==> src/rtl/ctrl_step_sequencer.sv <==
`default_nettype none
// ============================================================================
//  Module   : ctrl_step_sequencer
//  Purpose  : Hardwired T-step control sequencer for the bus datapath
//             (fetch T0-T2, execute T3+ for ld, ldi, st, add, br, halt).
//  Options  : MEM_HANDSHAKE_EN - Read/Write steps wait for mem_ready instead
//             of a fixed MEM_LAT hold.
//  Revision : 1.0  initial release
// ============================================================================
module ctrl_step_sequencer #(
    parameter int OPC_W    = 5,
    parameter int STEP_W   = 4,
    parameter int MEM_LAT  = 1,
    parameter int ALU_OP_W = 4
) (
    input  logic                Clock,
    input  logic                Reset,
    input  logic                run,
    input  logic                stop,
    input  logic [31:0]         ir,
    input  logic                con,
    input  logic                mem_ready,
    output logic [31:0]         ctrl,
    output logic [ALU_OP_W-1:0] alu_op,
    output logic [STEP_W-1:0]   step,
    output logic                busy,
    output logic                halted
);

    localparam logic [31:0] c_PCOUT  = 32'h0000_0001;
    localparam logic [31:0] c_MARIN  = 32'h0000_0002;
    localparam logic [31:0] c_INCPC  = 32'h0000_0004;
    localparam logic [31:0] c_READ   = 32'h0000_0008;
    localparam logic [31:0] c_MDRIN  = 32'h0000_0010;
    localparam logic [31:0] c_PCIN   = 32'h0000_0020;
    localparam logic [31:0] c_MDROUT = 32'h0000_0040;
    localparam logic [31:0] c_IRIN   = 32'h0000_0080;
    localparam logic [31:0] c_GRA    = 32'h0000_0100;
    localparam logic [31:0] c_GRB    = 32'h0000_0200;
    localparam logic [31:0] c_GRC    = 32'h0000_0400;
    localparam logic [31:0] c_RIN    = 32'h0000_0800;
    localparam logic [31:0] c_ROUT   = 32'h0000_1000;
    localparam logic [31:0] c_BAOUT  = 32'h0000_2000;
    localparam logic [31:0] c_YIN    = 32'h0000_4000;
    localparam logic [31:0] c_COUT   = 32'h0000_8000;
    localparam logic [31:0] c_ZIN    = 32'h0001_0000;
    localparam logic [31:0] c_ZLOOUT = 32'h0002_0000;
    localparam logic [31:0] c_CONIN  = 32'h0004_0000;
    localparam logic [31:0] c_WRITE  = 32'h0008_0000;

    localparam logic [OPC_W-1:0] c_OPC_LD   = OPC_W'(0);
    localparam logic [OPC_W-1:0] c_OPC_LDI  = OPC_W'(1);
    localparam logic [OPC_W-1:0] c_OPC_ST   = OPC_W'(2);
    localparam logic [OPC_W-1:0] c_OPC_ADD  = OPC_W'(3);
    localparam logic [OPC_W-1:0] c_OPC_BR   = OPC_W'(4);
    localparam logic [OPC_W-1:0] c_OPC_HALT = OPC_W'(5);

    localparam logic [3:0] c_HOLD_LAST = 4'(MEM_LAT - 1);

    typedef enum logic [1:0] {
        S_IDLE = 2'd0,
        S_STEP = 2'd1,
        S_HALT = 2'd2
    } state_t;

    state_t                r_state, w_state_nxt;
    logic [STEP_W-1:0]     r_step, w_step_nxt, w_step_inc;
    logic [OPC_W-1:0]      r_opc, w_opc_nxt, w_ir_opc;
    logic [3:0]            r_hold, w_hold_nxt;
    logic                  r_stop_seen, w_stop_nxt;
    logic                  w_is_read, w_is_write, w_stall, w_end;
    logic [31:0]           r_ctrl, w_ctrl_nxt;
    logic [ALU_OP_W-1:0]   r_alu_op, w_alu_nxt;
    logic                  r_busy, r_halted;
    logic                  w_unused;

    // Last T-step of each instruction; unknown opcodes finish after fetch.
    function automatic logic [STEP_W-1:0] f_last(input logic [OPC_W-1:0] o);
        case (o)
            c_OPC_LD:   return STEP_W'(7);
            c_OPC_LDI:  return STEP_W'(5);
            c_OPC_ST:   return STEP_W'(7);
            c_OPC_ADD:  return STEP_W'(5);
            c_OPC_BR:   return STEP_W'(6);
            c_OPC_HALT: return STEP_W'(3);
            default:    return STEP_W'(2);
        endcase
    endfunction

    function automatic logic [31:0] f_ctrl(input logic [STEP_W-1:0] s,
                                           input logic [OPC_W-1:0]  o,
                                           input logic              c);
        logic [31:0] v;
        v = '0;
        if (s == STEP_W'(0)) begin
            v = c_PCOUT | c_MARIN;
        end else if (s == STEP_W'(1)) begin
            v = c_READ | c_MDRIN | c_PCIN | c_INCPC;
        end else if (s == STEP_W'(2)) begin
            v = c_MDROUT | c_IRIN;
        end else begin
            case (o)
                c_OPC_LD, c_OPC_LDI, c_OPC_ST: begin
                    case (s)
                        STEP_W'(3): v = c_GRB | c_BAOUT | c_YIN;
                        STEP_W'(4): v = c_COUT | c_ZIN;
                        STEP_W'(5): v = (o == c_OPC_LDI) ? (c_ZLOOUT | c_GRA | c_RIN)
                                                         : (c_ZLOOUT | c_MARIN);
                        STEP_W'(6): v = (o == c_OPC_LD) ? (c_READ | c_MDRIN)
                                                        : (c_GRA | c_ROUT | c_MDRIN);
                        STEP_W'(7): v = (o == c_OPC_LD) ? (c_MDROUT | c_GRA | c_RIN)
                                                        : c_WRITE;
                        default:    v = '0;
                    endcase
                end
                c_OPC_ADD: begin
                    case (s)
                        STEP_W'(3): v = c_GRB | c_ROUT | c_YIN;
                        STEP_W'(4): v = c_GRC | c_ROUT | c_ZIN;
                        STEP_W'(5): v = c_ZLOOUT | c_GRA | c_RIN;
                        default:    v = '0;
                    endcase
                end
                c_OPC_BR: begin
                    case (s)
                        STEP_W'(3): v = c_GRA | c_ROUT | c_CONIN;
                        STEP_W'(4): v = c_PCOUT | c_YIN;
                        STEP_W'(5): v = c_COUT | c_ZIN;
                        STEP_W'(6): v = c ? (c_ZLOOUT | c_PCIN) : '0;
                        default:    v = '0;
                    endcase
                end
                default: v = '0;
            endcase
        end
        return v;
    endfunction

    function automatic logic [ALU_OP_W-1:0] f_alu(input logic [STEP_W-1:0] s,
                                                  input logic [OPC_W-1:0]  o);
        logic add;
        case (o)
            c_OPC_LD, c_OPC_LDI, c_OPC_ST, c_OPC_ADD: add = (s == STEP_W'(4));
            c_OPC_BR:                                 add = (s == STEP_W'(5));
            default:                                  add = 1'b0;
        endcase
        return add ? ALU_OP_W'(1) : '0;
    endfunction

    assign w_ir_opc   = ir[31:32-OPC_W];
    assign w_step_inc = (r_step == '1) ? r_step : r_step + STEP_W'(1);
    assign w_is_read  = (r_step == STEP_W'(1)) ||
                        ((r_opc == c_OPC_LD) && (r_step == STEP_W'(6)));
    assign w_is_write = (r_opc == c_OPC_ST) && (r_step == STEP_W'(7));

`ifdef MEM_HANDSHAKE_EN
    assign w_stall = (w_is_read || w_is_write) && !mem_ready;
`else
    assign w_stall = w_is_read && (r_hold != c_HOLD_LAST);
`endif

    // Low opcode-free IR bits (and mem_ready in fixed-latency builds) are not decoded.
    assign w_unused = &{1'b0, ir[31-OPC_W:0], mem_ready, w_is_write};

    always_comb begin
        w_state_nxt = r_state;
        w_step_nxt  = r_step;
        w_opc_nxt   = r_opc;
        w_hold_nxt  = r_hold;
        w_stop_nxt  = r_stop_seen;
        w_end       = 1'b0;
        case (r_state)
            S_IDLE: begin
                w_stop_nxt = 1'b0;
                w_hold_nxt = '0;
                w_step_nxt = '0;
                if (run) begin
                    w_state_nxt = S_STEP;
                end
            end
            S_STEP: begin
                w_stop_nxt = r_stop_seen | stop;
                if (w_stall) begin
                    w_hold_nxt = r_hold + 4'd1;
                end else begin
                    w_hold_nxt = '0;
                    if (r_step == STEP_W'(2)) begin
                        if (f_last(w_ir_opc) == STEP_W'(2)) begin
                            w_end = 1'b1;
                        end else begin
                            w_step_nxt = STEP_W'(3);
                            w_opc_nxt  = w_ir_opc;
                        end
                    end else if ((r_step == STEP_W'(3)) && (r_opc == c_OPC_HALT)) begin
                        w_state_nxt = S_HALT;
                        w_step_nxt  = '0;
                    end else if ((r_step >= STEP_W'(3)) && (r_step == f_last(r_opc))) begin
                        w_end = 1'b1;
                    end else begin
                        w_step_nxt = w_step_inc;
                    end
                    // Instruction boundary: a stop seen at any point wins over run.
                    if (w_end) begin
                        w_step_nxt = '0;
                        if (!(run && !(r_stop_seen || stop))) begin
                            w_state_nxt = S_IDLE;
                            w_stop_nxt  = 1'b0;
                        end
                    end
                end
            end
            S_HALT: begin
                w_step_nxt = '0;
            end
            default: begin
                w_state_nxt = S_IDLE;
                w_step_nxt  = '0;
            end
        endcase
    end

    always_comb begin
        w_ctrl_nxt = '0;
        w_alu_nxt  = '0;
        if (w_state_nxt == S_STEP) begin
            w_ctrl_nxt = f_ctrl(w_step_nxt, w_opc_nxt, con);
            w_alu_nxt  = f_alu(w_step_nxt, w_opc_nxt);
        end
    end

    always_ff @(posedge Clock) begin
        if (!Reset) begin
            r_state     <= S_IDLE;
            r_step      <= '0;
            r_opc       <= '0;
            r_hold      <= '0;
            r_stop_seen <= 1'b0;
            r_ctrl      <= '0;
            r_alu_op    <= '0;
            r_busy      <= 1'b0;
            r_halted    <= 1'b0;
        end else begin
            r_state     <= w_state_nxt;
            r_step      <= w_step_nxt;
            r_opc       <= w_opc_nxt;
            r_hold      <= w_hold_nxt;
            r_stop_seen <= w_stop_nxt;
            r_ctrl      <= w_ctrl_nxt;
            r_alu_op    <= w_alu_nxt;
            r_busy      <= (w_state_nxt == S_STEP);
            r_halted    <= (w_state_nxt == S_HALT);
        end
    end

    assign ctrl   = r_ctrl;
    assign alu_op = r_alu_op;
    assign step   = r_step;
    assign busy   = r_busy;
    assign halted = r_halted;

endmodule
`default_nettype wire

==> config.mk <==
export PLATFORM = sky130hd
export DESIGN_NAME = ctrl_step_sequencer
export DESIGN_NICKNAME = d
export VERILOG_FILES = /design/src/rtl/ctrl_step_sequencer.sv
export SDC_FILE = /design/constraint.sdc
export NUM_CORES = 1
export LEC_CHECK = 0
export BUFFER_PORTS_ARGS = -buffer_cell sky130_fd_sc_hd__buf_2
export CAP_MARGIN = 0
export CORE_ASPECT_RATIO = 1.25
export CORE_MARGIN = 10
export CORE_UTILIZATION = 45
export DETAILED_ROUTE_END_ITERATION = 10
export PLACE_DENSITY = 0.73
export SKIP_CTS_REPAIR_TIMING = 1
export SYNTH_ARGS = -nofsm -noshare
export SYNTH_HDL_FRONTEND = slang
export SYNTH_SLANG_ARGS = --single-unit
==> constraint.sdc <==
create_clock -name Clock -period 3.4 [get_ports Clock]
set_input_delay 0.17 -clock Clock [delete_from_list [all_inputs] [get_ports Clock]]
set_output_delay 0.17 -clock Clock [all_outputs]
set_load 0.1 [all_outputs]
# --- Word-level counts from Yosys, hierarchy flattened ---
# Index checks and enable logic that the tools add are counted.
word_totals:
  wordCells: 129
  ff_bits: 54
  in_bits: 38
classes:
  n_reduce_logical: 25
  bitwise: 3
  eq_ne: 32
  addsub: 2
  muxes: 54
  n_lt_le_gt_ge: 1
op_table:
  columns: ["operator", "count"]
  rows:
  - ["20-bit one-hot mux with 5 select lines", 1]
  - ["19-bit one-hot mux with 4 select lines", 1]
  - ["4-bit 2-to-1 mux", 16]
  - ["20-bit one-hot mux with 3 select lines", 1]
  - ["18-bit one-hot mux with 3 select lines", 1]
  - ["5-bit by 2-bit == test with 1-bit output (second input constant)", 6]
  - ["5-bit by 3-bit == test with 1-bit output (second input constant)", 5]
  - ["3-bit one-hot mux with 4 select lines", 2]
  - ["4-bit by 2-bit == test with 1-bit output (second input constant)", 5]
  - ["4-bit by 3-bit == test with 1-bit output (second input constant)", 5]
  - ["20-bit 2-to-1 mux", 1]
  - ["5-bit 2-to-1 mux", 4]
  - ["18-bit 2-to-1 mux", 1]
  - ["5-bit by 1-bit == test with 1-bit output (second input constant)", 3]
  - ["5-bit logical NOT", 3]
  - ["2-bit 2-to-1 mux", 7]
  - ["13-bit 2-to-1 mux", 1]
  - ["12-bit 2-to-1 mux", 1]
  - ["1-bit 2-to-1 mux", 11]
  - ["4-bit by 1-bit adder with 4-bit output (second input constant)", 2]
  - ["4-bit by 1-bit == test with 1-bit output (second input constant)", 2]
  - ["8-bit 2-to-1 mux", 1]
  - ["4-bit one-hot mux with 2 select lines", 1]
  - ["2-bit OR reduction", 4]
  - ["21 further kinds", 32]

# --- Depth between registers and ports, before layout ---
# Gate-level depths: netlist (run 1).
depth:
  depth_word: 23
  mapped_depth: 12
  mapped_depth_nobuf: 11

# --- Worst setup path after synthesis (run 1) ---
# No wires, ideal clock.
synth_timing:
  kind: "register -> register"
  from: "register r_step[0] (netlist: step[0])"
  to: "register r_ctrl[8] (netlist: ctrl[8])"
  setup_ns: 0.058
  slack_ns: 0.113
  stages_incl_launch_ff: 11
  t_arrival_ns: 3.228
  t_required_ns: 3.342
  path_cell_list: "dfxtp_1 > buf_2 > inv_1 > ha_1 > a41oi_1 > nor2_1 > a311oi_1 > and3_1 > o211ai_1 > a221o_1 > o21ba_1"
synth_via:
  elab_chain_cells: 13
synth_lines:
  columns: ["item", "line", "rtl"]
  rows:
  - ["from (decl)", "67", "logic [STEP_W-1:0] r_step, w_step_nxt, w_step_inc;"]
  - ["from (signal assigned)", "244", "r_step <= w_step_nxt;"]
  - ["4-bit by 2-bit >= comparator with 1-bit output / 4-bit == test (equally long branches)", "197", "end else if ((r_step >= STEP_W'(3)) && (r_step == f_last(r_opc))) begin"]
  - ["1-bit logical AND", "197", null]
  - ["1-bit 2-to-1 mux", "197", null]
  - ["1-bit 2-to-1 mux", "194", "end else if ((r_step == STEP_W'(3)) && (r_opc == c_OPC_HALT)) begin"]
  - ["1-bit 2-to-1 mux", "187", "if (r_step == STEP_W'(2)) begin"]
  - ["1-bit 2-to-1 mux", "183", "if (w_stall) begin"]
  - ["1-bit 2-to-1 mux", "172", "case (r_state)"]
  - ["4-bit 2-to-1 mux / 2-bit 2-to-1 mux (equally long branches)", "203", "if (w_end) begin"]
  - ["4-bit 2-to-1 mux / 2-bit 2-to-1 mux (equally long branches)", "183", null]
  - ["4-bit 2-to-1 mux / 2-bit one-hot mux with 3 select lines (equally long branches)", "172", null]
  - ["4-bit by 3-bit == test with 1-bit output (tied with other cells)", "104", "case (s)"]
  - ["20-bit one-hot mux with 5 select lines (tied with other cells)", "104", null]
  - ["20-bit one-hot mux with 3 select lines / 5-bit OR reduction (equally long branches)", null, null]
  - ["to (signal assigned)", "248", "r_ctrl <= w_ctrl_nxt;"]
  - ["to (decl)", "72", "logic [31:0] r_ctrl, w_ctrl_nxt;"]
# Several ways; a longest one is shown, not always the timed one. The select of a mux whose other input is x is not followed.
# A chain may end at the register's enable or synchronous reset.

# --- Worst setup path after layout (run 1) ---
# Same ends and word-level chain as after synthesis.

==> flow_summary.toml, run 1 <==
[status]
status = "complete, no violations"

[floorplanning]
core_um2 = 4830
io_pins = 80
die_h_um = 99.7
die_area_um2 = 8350
initial_utilization = 0.473
die_w_um = 83.8
num_rows = 28

[logic_synthesis]
synthAdderAreaFrac = 0.0274
ys_seq_area_frac = 0.342
synthXorXnorAreaFrac = 0.0115
muxShareOfSynthArea = 0.00438
yosysWarnings = 0
synth_flop_cell = "dfxtp_1"
syn_inst = 286
synthDominantCellAreaShare = 0.342
synthSimpleGateAreaFrac = 0.297
ys_top_cells_by_area = "dfxtp_1 34%, nor2_1 5.6%, buf_4 5.3%"
synth_compound_area_frac = 0.219
synth_edf_count = 0
yosysTopAreaCell = "dfxtp_1"
yosysUniqueCellTypes = 62
netlist_area_um2 = 2290
avgSynthCellArea_um2 = 7.99
async_flop_share = 0
synth_top_family_by_area = "simple AND/OR/NAND/NOR gates"
synth-seq-cells = 39

[place]
dpl-instance-area_um2 = 2460
io_buffers = 36
dpl.hpwl_um = 4350
gp_congestion = 0.925
numPlacedInstances = 374

[critical_path]
cp.required_ps = 3640
cp_max_fo = 11
crit_type = "flip-flop to flip-flop"
worst_setup_path_end_kind = "flip-flop"
cp.arrival_ps = 3250
cp-start-kind = "flip-flop"

[pwr]
fin_total_pwr_mw = 1.10
peakVddDrop_mv = 0.175
pwr_density_cell_nw_per_um2 = 428
switching_share = 0.344
power.share.clock = 0.353
power_frac_comb = 0.218
p_switching_mw = 0.379
leakagePower_nw = 1.12
internal-power_mw = 0.724
p_seq_frac = 0.429

[global_routing]
grt_start_max_net_pins = 16
grt_pass1_vias = 2046
grt_use_total = 0.132
grt_pass1_wl_um = 9310
gr-total-overflow = 0
grt_antenna_before_repair = 0

[cells_and_area]
post_route_cells_drive_above_1_share = 0.202
area_growth_pct = 12.6
stdcell_area_um2 = 2570
fin_cells = 382
most-common-layout-cells = "39 x dfxtp_1, 36 x buf_2, 34 x nor2_1, 26 x nand2_1, 23 x a21oi_1"
n_fill_cell = 481
nNetsFinal = 364
final_common_cell = "dfxtp_1"
n_antenna_cell = 0

[drt]
postRouteAntennaNets = 0
routedWlPerCell_um = 14.9
drt-pass1-iter-count = 4
num_vias = 2096
drc = 0
routed_wl_um = 5700
drt_iter0_drc = 145
via_per_inst = 5.49

[clock_tree]
cts.root.buffer_cell = "clkbuf_8"
worstSkewPairLatency_ps = 300
clockBufferDepth = 2
tritoncts = "built"
clkTransAtPathRegs_ps = 80
clock-sinks = 39
cts_max_level = 2
cts_made_buffers = 5

[timing]
fin_crit_ps = 3010
rsz0062_at_grt = "no"
setup_viol = 0
finalHoldViolations = 0
max_freq_mhz = 332
worst_slew_pin_slew_ps = 762
setup-tns-final_ps = 0
fin_skew_ps = 8.19
slew_violations = 0
fin_crit_sh = 0.886
slew_headroom = 0.490

[flow_run]
drv_cap = 0

[hold_path]
hold_path_class = "input pin to flip-flop"
## per-layer routing
| layer | up-vias | global-route usage | wire length [µm] |
|---|---|---|---|
| met5 | - | 0 | 0 |
| met4 | 0 | 0.0865 | 218 |
| met3 | 20 | 0.0416 | 415 |
| li1 | 1050 | - | - |
| met2 | 81 | 0.222 | 2750 |
| met1 | 945 | 0.140 | 2320 |
## cell usage after synthesis (all sizes together), types with 2 or more instances
library cell  number
a21o               2
a21oi             24
a32oi              2
a211o              2
nor2b              8
ha                 5
o22ai              2
nor2              34
buf               20
or3                3
dfxtp             39
a211oi             4
a31oi              5
nor4b              3
o21ai              8
inv               12
nand2             27
nand2b             8
o21a               3
and3               4
xnor2              2
nand3             15
a41oi              2
or3b               2
nor3b              5
clkbuf             8
nor3              13
## power groups by stage
stage / sequential [mW] / combinational [mW] / clock [mW]
final: 0.473 / 0.241 / 0.389
after global routing: 0.475 / 0.253 / 0.416
after CTS: 0.473 / 0.241 / 0.394
after detailed placement: 0.484 / 0.240 / 0
after global placement: 0.484 / 0.239 / 0
after floorplan: 0.556 / 0.147 / 0
## stage by stage
stage               utilization  hold slack [ps]  setup slack [ps]
CTS                       0.533              174               433
detailed placement        0.509              488               491
global placement          0.509              485               479
floorplan                     -              304               113
global route              0.533              211               142
finish                    0.533              176               387
## sequential cells by signal, indices dropped and copies added (netlist names)
signal and flops:
ctrl 20, r_opc 5, r_hold 4, step 4
r_state 2, alu_op 1, busy 1, halted 1
r_stop_seen 1
## final timing paths
check        depth (start not counted)  slack (ps)                     end              startpoint
min reg2reg                          2         520  r_hold[2]$_SDFFE_PN0P_  r_hold[2]$_SDFFE_PN0P_
min                                  3         180     r_opc[0]$_SDFF_PN0_                  ir[27]
max                                 10         390      ctrl[8]$_SDFF_PP0_      step[0]$_SDFF_PN0_
max reg2reg                         10         390      ctrl[8]$_SDFF_PP0_      step[0]$_SDFF_PN0_
## worst max-delay path, stage by stage (launching register included)
cell and delay [ps]:
dfxtp_1 340, buf_4 180, ha_1 240, nor2b_1 140, a41oi_1 280, nor2_1 220, a311oi_1 460, and3_1 270
o211ai_1 120, a221o_1 450, o21ba_1 260
## final cells by class
class                      instances  area [µm²]  share of cell area
clock inverter                     3        43.8              0.0170
sequential                        39         781               0.303
tap                               60        75.1              0.0292
inverter                          12        45.0              0.0175
clock buffer                       5        68.8              0.0267
timing repair buffer              42         225              0.0875
multi-input combinational        221        1340               0.519
## cell families (layout without fill, tap and decap cells)
kind of cell             after synthesis  in the layout
multiplexers                           1              1
XOR/XNOR                               3              3
flip-flops                            39             39
buffers and inverters                 40             62
adder cells (fa/ha/maj)                5              5
AND/OR/NAND/NOR                      128            128
other                                  1             15
AO/OA/AOI/OAI                         69             69
Power figures use the tool's default switching activity.
==> inputs of run 2 (changes only) <==
Settings changed: CORE_UTILIZATION 45 to 50, PLACE_DENSITY 0.73 to 0.8.
==> flow_summary.toml, run 2 (synthesis results as in run 1) <==
[drt]
routedWlPerCell_um = 14.8
met1_length_um = 2160
top_layer_used = "met4"
drt-pass1-iter-count = 4
drc = 0
postRouteAntennaNets = 0
wl_met3_um = 412
wl_met2_um = 2850
drt_iter0_drc = 224
via_per_inst = 5.65
num_vias = 2147
routed_wl_um = 5620

[place]
dpl.hpwl_um = 4310
gp_congestion = 0.910
io_buffers = 36

[cells_and_area]
final_common_cell = "dfxtp_1"
nNetsFinal = 364
post_route_cells_drive_above_1_share = 0.202
area_growth_pct = 12.5
n_antenna_cell = 0
n_fill_cell = 418
largest_register_ffs = 20
most-common-layout-cells = "39 x dfxtp_1, 36 x buf_2, 34 x nor2_1, 26 x nand2_1, 23 x a21oi_1"

[clock_tree]
cts.root.buffer_cell = "clkbuf_8"
cts_made_buffers = 5
clock-sinks = 39
tritoncts = "built"
clkTransAtPathRegs_ps = 80
clockBufferDepth = 2
cts_max_level = 2
worstSkewPairLatency_ps = 290

[critical_path]
cp_max_fo = 9
crit_chain = "inv_1 -> ha_1 -> a41oi_1 -> nor2_1 -> a311oi_1 -> and3_1 -> o21ai_1 -> buf_4 -> a211oi_1 -> nor2b_1"
cp.arrival_ps = 3220
worst_setup_path_end_kind = "flip-flop"
critPathMaxStageDelay_ps = 500
reg2reg_from = "step[0]$_SDFF_PN0_"
critPathSlowestCell = "a311oi_1"
crit_type = "flip-flop to flip-flop"
cp.required_ps = 3620
worstSetupPathDepth = 10
ff2ff_path_depth = 10
critPathTopFamily = "compound AO/OA/AOI/OAI gates"
cp-start-kind = "flip-flop"
crit_start = "step[0]$_SDFF_PN0_"
path_buf_inv = 2

[floorplanning]
die_h_um = 95.6
initial_utilization = 0.517
io_pins = 80
die_area_um2 = 7690
num_rows = 27
core_um2 = 4430
die_w_um = 80.5

[global_routing]
grt_pass1_vias = 1955
gr-total-overflow = 0
grt_start_max_net_pins = 16
grt_use_total = 0.143
grt_pass1_wl_um = 8890
grt_antenna_before_repair = 0

[timing]
slew_violations = 0
fin_crit_ps = 3000
hold_slack_ps = 189
finalHoldViolations = 0
fin_skew_ps = 7.16
setup-tns-final_ps = 0
rsz0062_at_grt = "no"
slew_headroom = 0.502
max_freq_mhz = 333
worst_slew_pin_slew_ps = 744
setup_viol = 0
fin_crit_sh = 0.882

[pwr]
leakagePower_nw = 1.12
peakVddDrop_mv = 0.205
pwr_density_cell_nw_per_um2 = 426

[hold_path]
hold_path_class = "input pin to flip-flop"
hold_depth = 3
worstHoldStart = "ir[28]"

[flow_run]
drv_cap = 0

[status]
status = "complete, no violations"
[run 2: cell counts in the layout (fill, tap and decap cells not counted)]
Identical to the previous run, type by type.
[run 2: cell type report]
class / count / area, µm² / area share
Multi-Input combinational cell: 221 / 1340 / 0.519
Inverter: 12 / 45.0 / 0.0175
Tap cell: 58 / 72.6 / 0.0282
Clock buffer: 5 / 68.8 / 0.0268
Timing Repair Buffer: 42 / 225 / 0.0875
Sequential cell: 39 / 781 / 0.304
Clock inverter: 3 / 43.8 / 0.0170
[run 2: tightest hold or removal path, stage by stage]
cell	delay (ps)
buf_2	150
nand2_1	70
a21oi_1	50
[run 2: worst paths after layout]
check                                end  slack (ps)
setup / recovery     ctrl[11]$_SDFF_PP0_         400
setup reg to reg     ctrl[11]$_SDFF_PP0_         400
hold / removal       r_opc[1]$_SDFF_PN0_         190
hold reg to reg   r_hold[2]$_SDFFE_PN0P_         520
[run 2: layer usage]
layer | vias to the layer above | global-route usage
met5 | - | 0
met4 | 0 | 0.0868
met3 | 18 | 0.0377
met2 | 79 | 0.247
met1 | 994 | 0.152
li1 | 1056 | -
[run 2: through the flow]
step	cells	setup WS, ps	power, mW	util	area, µm²
after global placement	372	497	0.722	0.556	2460
final	380	401	1.10	0.581	2570
after CTS	380	439	1.10	0.581	2570
after detailed placement	372	496	0.723	0.556	2460
after floorplan	300	113	0.703	-	2340
after global routing	380	238	1.14	0.581	2570
[run 2: report_power, final]
part | leakage [nW] | total (mW) | switching (mW) | internal [mW]
registers | 0.316 | 0.474 | 0.00616 | 0.468
clock network | 0.0581 | 0.381 | 0.163 | 0.218
logic | 0.741 | 0.240 | 0.203 | 0.0372
total | 1.12 | 1.10 | 0.372 | 0.724
==> inputs of run 3 (changes only) <==
Settings changed: CORE_UTILIZATION 50 to 54, PLACE_DENSITY 0.8 to 0.85.
Clock period 3.4 ns to 3.7 ns, I/O delays scaled along.
==> flow_summary.toml, run 3 (synthesis results as in run 1) <==
[global_routing]
grt_use_total = 0.149
gr-total-overflow = 0
grt_start_max_net_pins = 16
grt_antenna_before_repair = 0
grt_pass1_wl_um = 9070
grt_pass1_vias = 1945

[floorplanning]
core_um2 = 4100
num_rows = 26
die_h_um = 92.7
die_area_um2 = 7250
io_pins = 80
die_w_um = 78.2
initial_utilization = 0.558

[drt]
via_per_inst = 5.72
routed_wl_um = 5610
postRouteAntennaNets = 0
drt-pass1-iter-count = 4
num_vias = 2146
drt_iter0_drc = 201
drc = 0
routedWlPerCell_um = 15.0

[timing]
max_freq_mhz = 312
setup_viol = 0
finalHoldViolations = 0
fin_skew_ps = 11.6
hold_slack_ps = 203
worst_slew_pin_slew_ps = 862
slew_headroom = 0.423
fin_crit_ps = 3210
slew_violations = 0
setup-tns-final_ps = 0
fin_crit_sh = 0.867
rsz0062_at_grt = "no"

[clock_tree]
clock-sinks = 39
clockBufferDepth = 2
tritoncts = "built"
cts_max_level = 2
cts_made_buffers = 5
clkTransAtPathRegs_ps = 80
cts.root.buffer_cell = "clkbuf_8"
worstSkewPairLatency_ps = 300

[pwr]
p_seq_frac = 0.433
peakVddDrop_mv = 0.171
p_switching_mw = 0.344
fin_total_pwr_mw = 1.01
switching_share = 0.341
leakagePower_nw = 1.10
pwr_density_cell_nw_per_um2 = 396
internal-power_mw = 0.664
power_frac_comb = 0.217
power.share.clock = 0.350

[critical_path]
cp.arrival_ps = 3420
crit_type = "flip-flop to flip-flop"
cp_max_fo = 14
cp.required_ps = 3910
reg2reg_setup_slack_ps = 490
reg2reg_to = "ctrl[12]$_SDFF_PP0_"
ff2ff_path_depth = 10
reg2reg_from = "step[1]$_SDFF_PN0_"
worst_setup_path_end_kind = "flip-flop"
cp-start-kind = "flip-flop"
crit_start = "step[1]$_SDFF_PN0_"

[place]
dpl.hpwl_um = 4300
io_buffers = 36
gp_congestion = 0.941

[cells_and_area]
post_route_cells_drive_above_1_share = 0.194
final_common_cell = "dfxtp_1"
largest_register_ffs = 20
most-common-layout-cells = "39 x dfxtp_1, 36 x buf_2, 34 x nor2_1, 26 x nand2_1, 23 x a21oi_1"
n_antenna_cell = 0
area_growth_pct = 11.4
nNetsFinal = 361

[hold_path]
whs_endpoint = "r_opc[0]$_SDFF_PN0_"
hold_depth = 3
worstHoldStart = "ir[27]"
hold_path_class = "input pin to flip-flop"

[flow_run]
drv_cap = 0

[status]
status = "complete, no violations"
-- run 3: cell count changes in the layout (fill, tap and decap cells not counted), sizes merged --
| cell | before | now |
|---|---|---|
| buf | 42 | 39 |
-- run 3: worst max-delay path by stage --
stage                                endpoint  slack (ps)
after floorplan            ctrl[8]$_SDFF_PP0_         410
after global placement    ctrl[12]$_SDFF_PP0_         620
after detailed placement  ctrl[12]$_SDFF_PP0_         600
after CTS                 ctrl[12]$_SDFF_PP0_         530
after global routing      ctrl[12]$_SDFF_PP0_         250
final                     ctrl[12]$_SDFF_PP0_         490
-- run 3: power groups by stage --
stage | clock network (mW) | registers [mW] | logic, mW
after floorplan | 0 | 0.511 | 0.135
after global placement | 0 | 0.446 | 0.216
after detailed placement | 0 | 0.446 | 0.218
after CTS | 0.354 | 0.436 | 0.218
after global routing | 0.368 | 0.437 | 0.230
final | 0.353 | 0.436 | 0.219
-- run 3: through the flow --
step                      area [µm²]  cells   util  setup WS, ps
after global routing            2550    375  0.621           250
after global placement          2430    367  0.594           621
after floorplan                 2340    300      -           413
after detailed placement        2430    367  0.594           600
final                           2550    375  0.621           491
after CTS                       2550    375  0.621           535
-- run 3: critical path: stages, from the launching register on --
cell and delay, ps:
dfxtp_1 510, inv_1 80, ha_1 230, nor2b_1 140
a41oi_1 290, nor2_1 280, a311oi_1 480, a21oi_1 160
o21ai_1 460, o22ai_1 200, a221oi_2 290
-- run 3: metal layers --
layer | global-route usage | vias to the layer above | routed length, µm
li1 | - | 1048 | -
met1 | 0.158 | 990 | 2230
met5 | 0 | - | 0
met4 | 0.0644 | 0 | 148
met3 | 0.0435 | 21 | 392
met2 | 0.266 | 87 | 2830
-- run 3: final cells by class --
cell class / count / area [µm²]
clock buffers: 5 / 68.8
inverters: 12 / 45.0
multi-input cells: 221 / 1340
fillers: 385 / 1550
well taps: 56 / 70.1
flip-flops and latches: 39 / 781
clock inverters: 3 / 43.8
repair buffers: 39 / 203
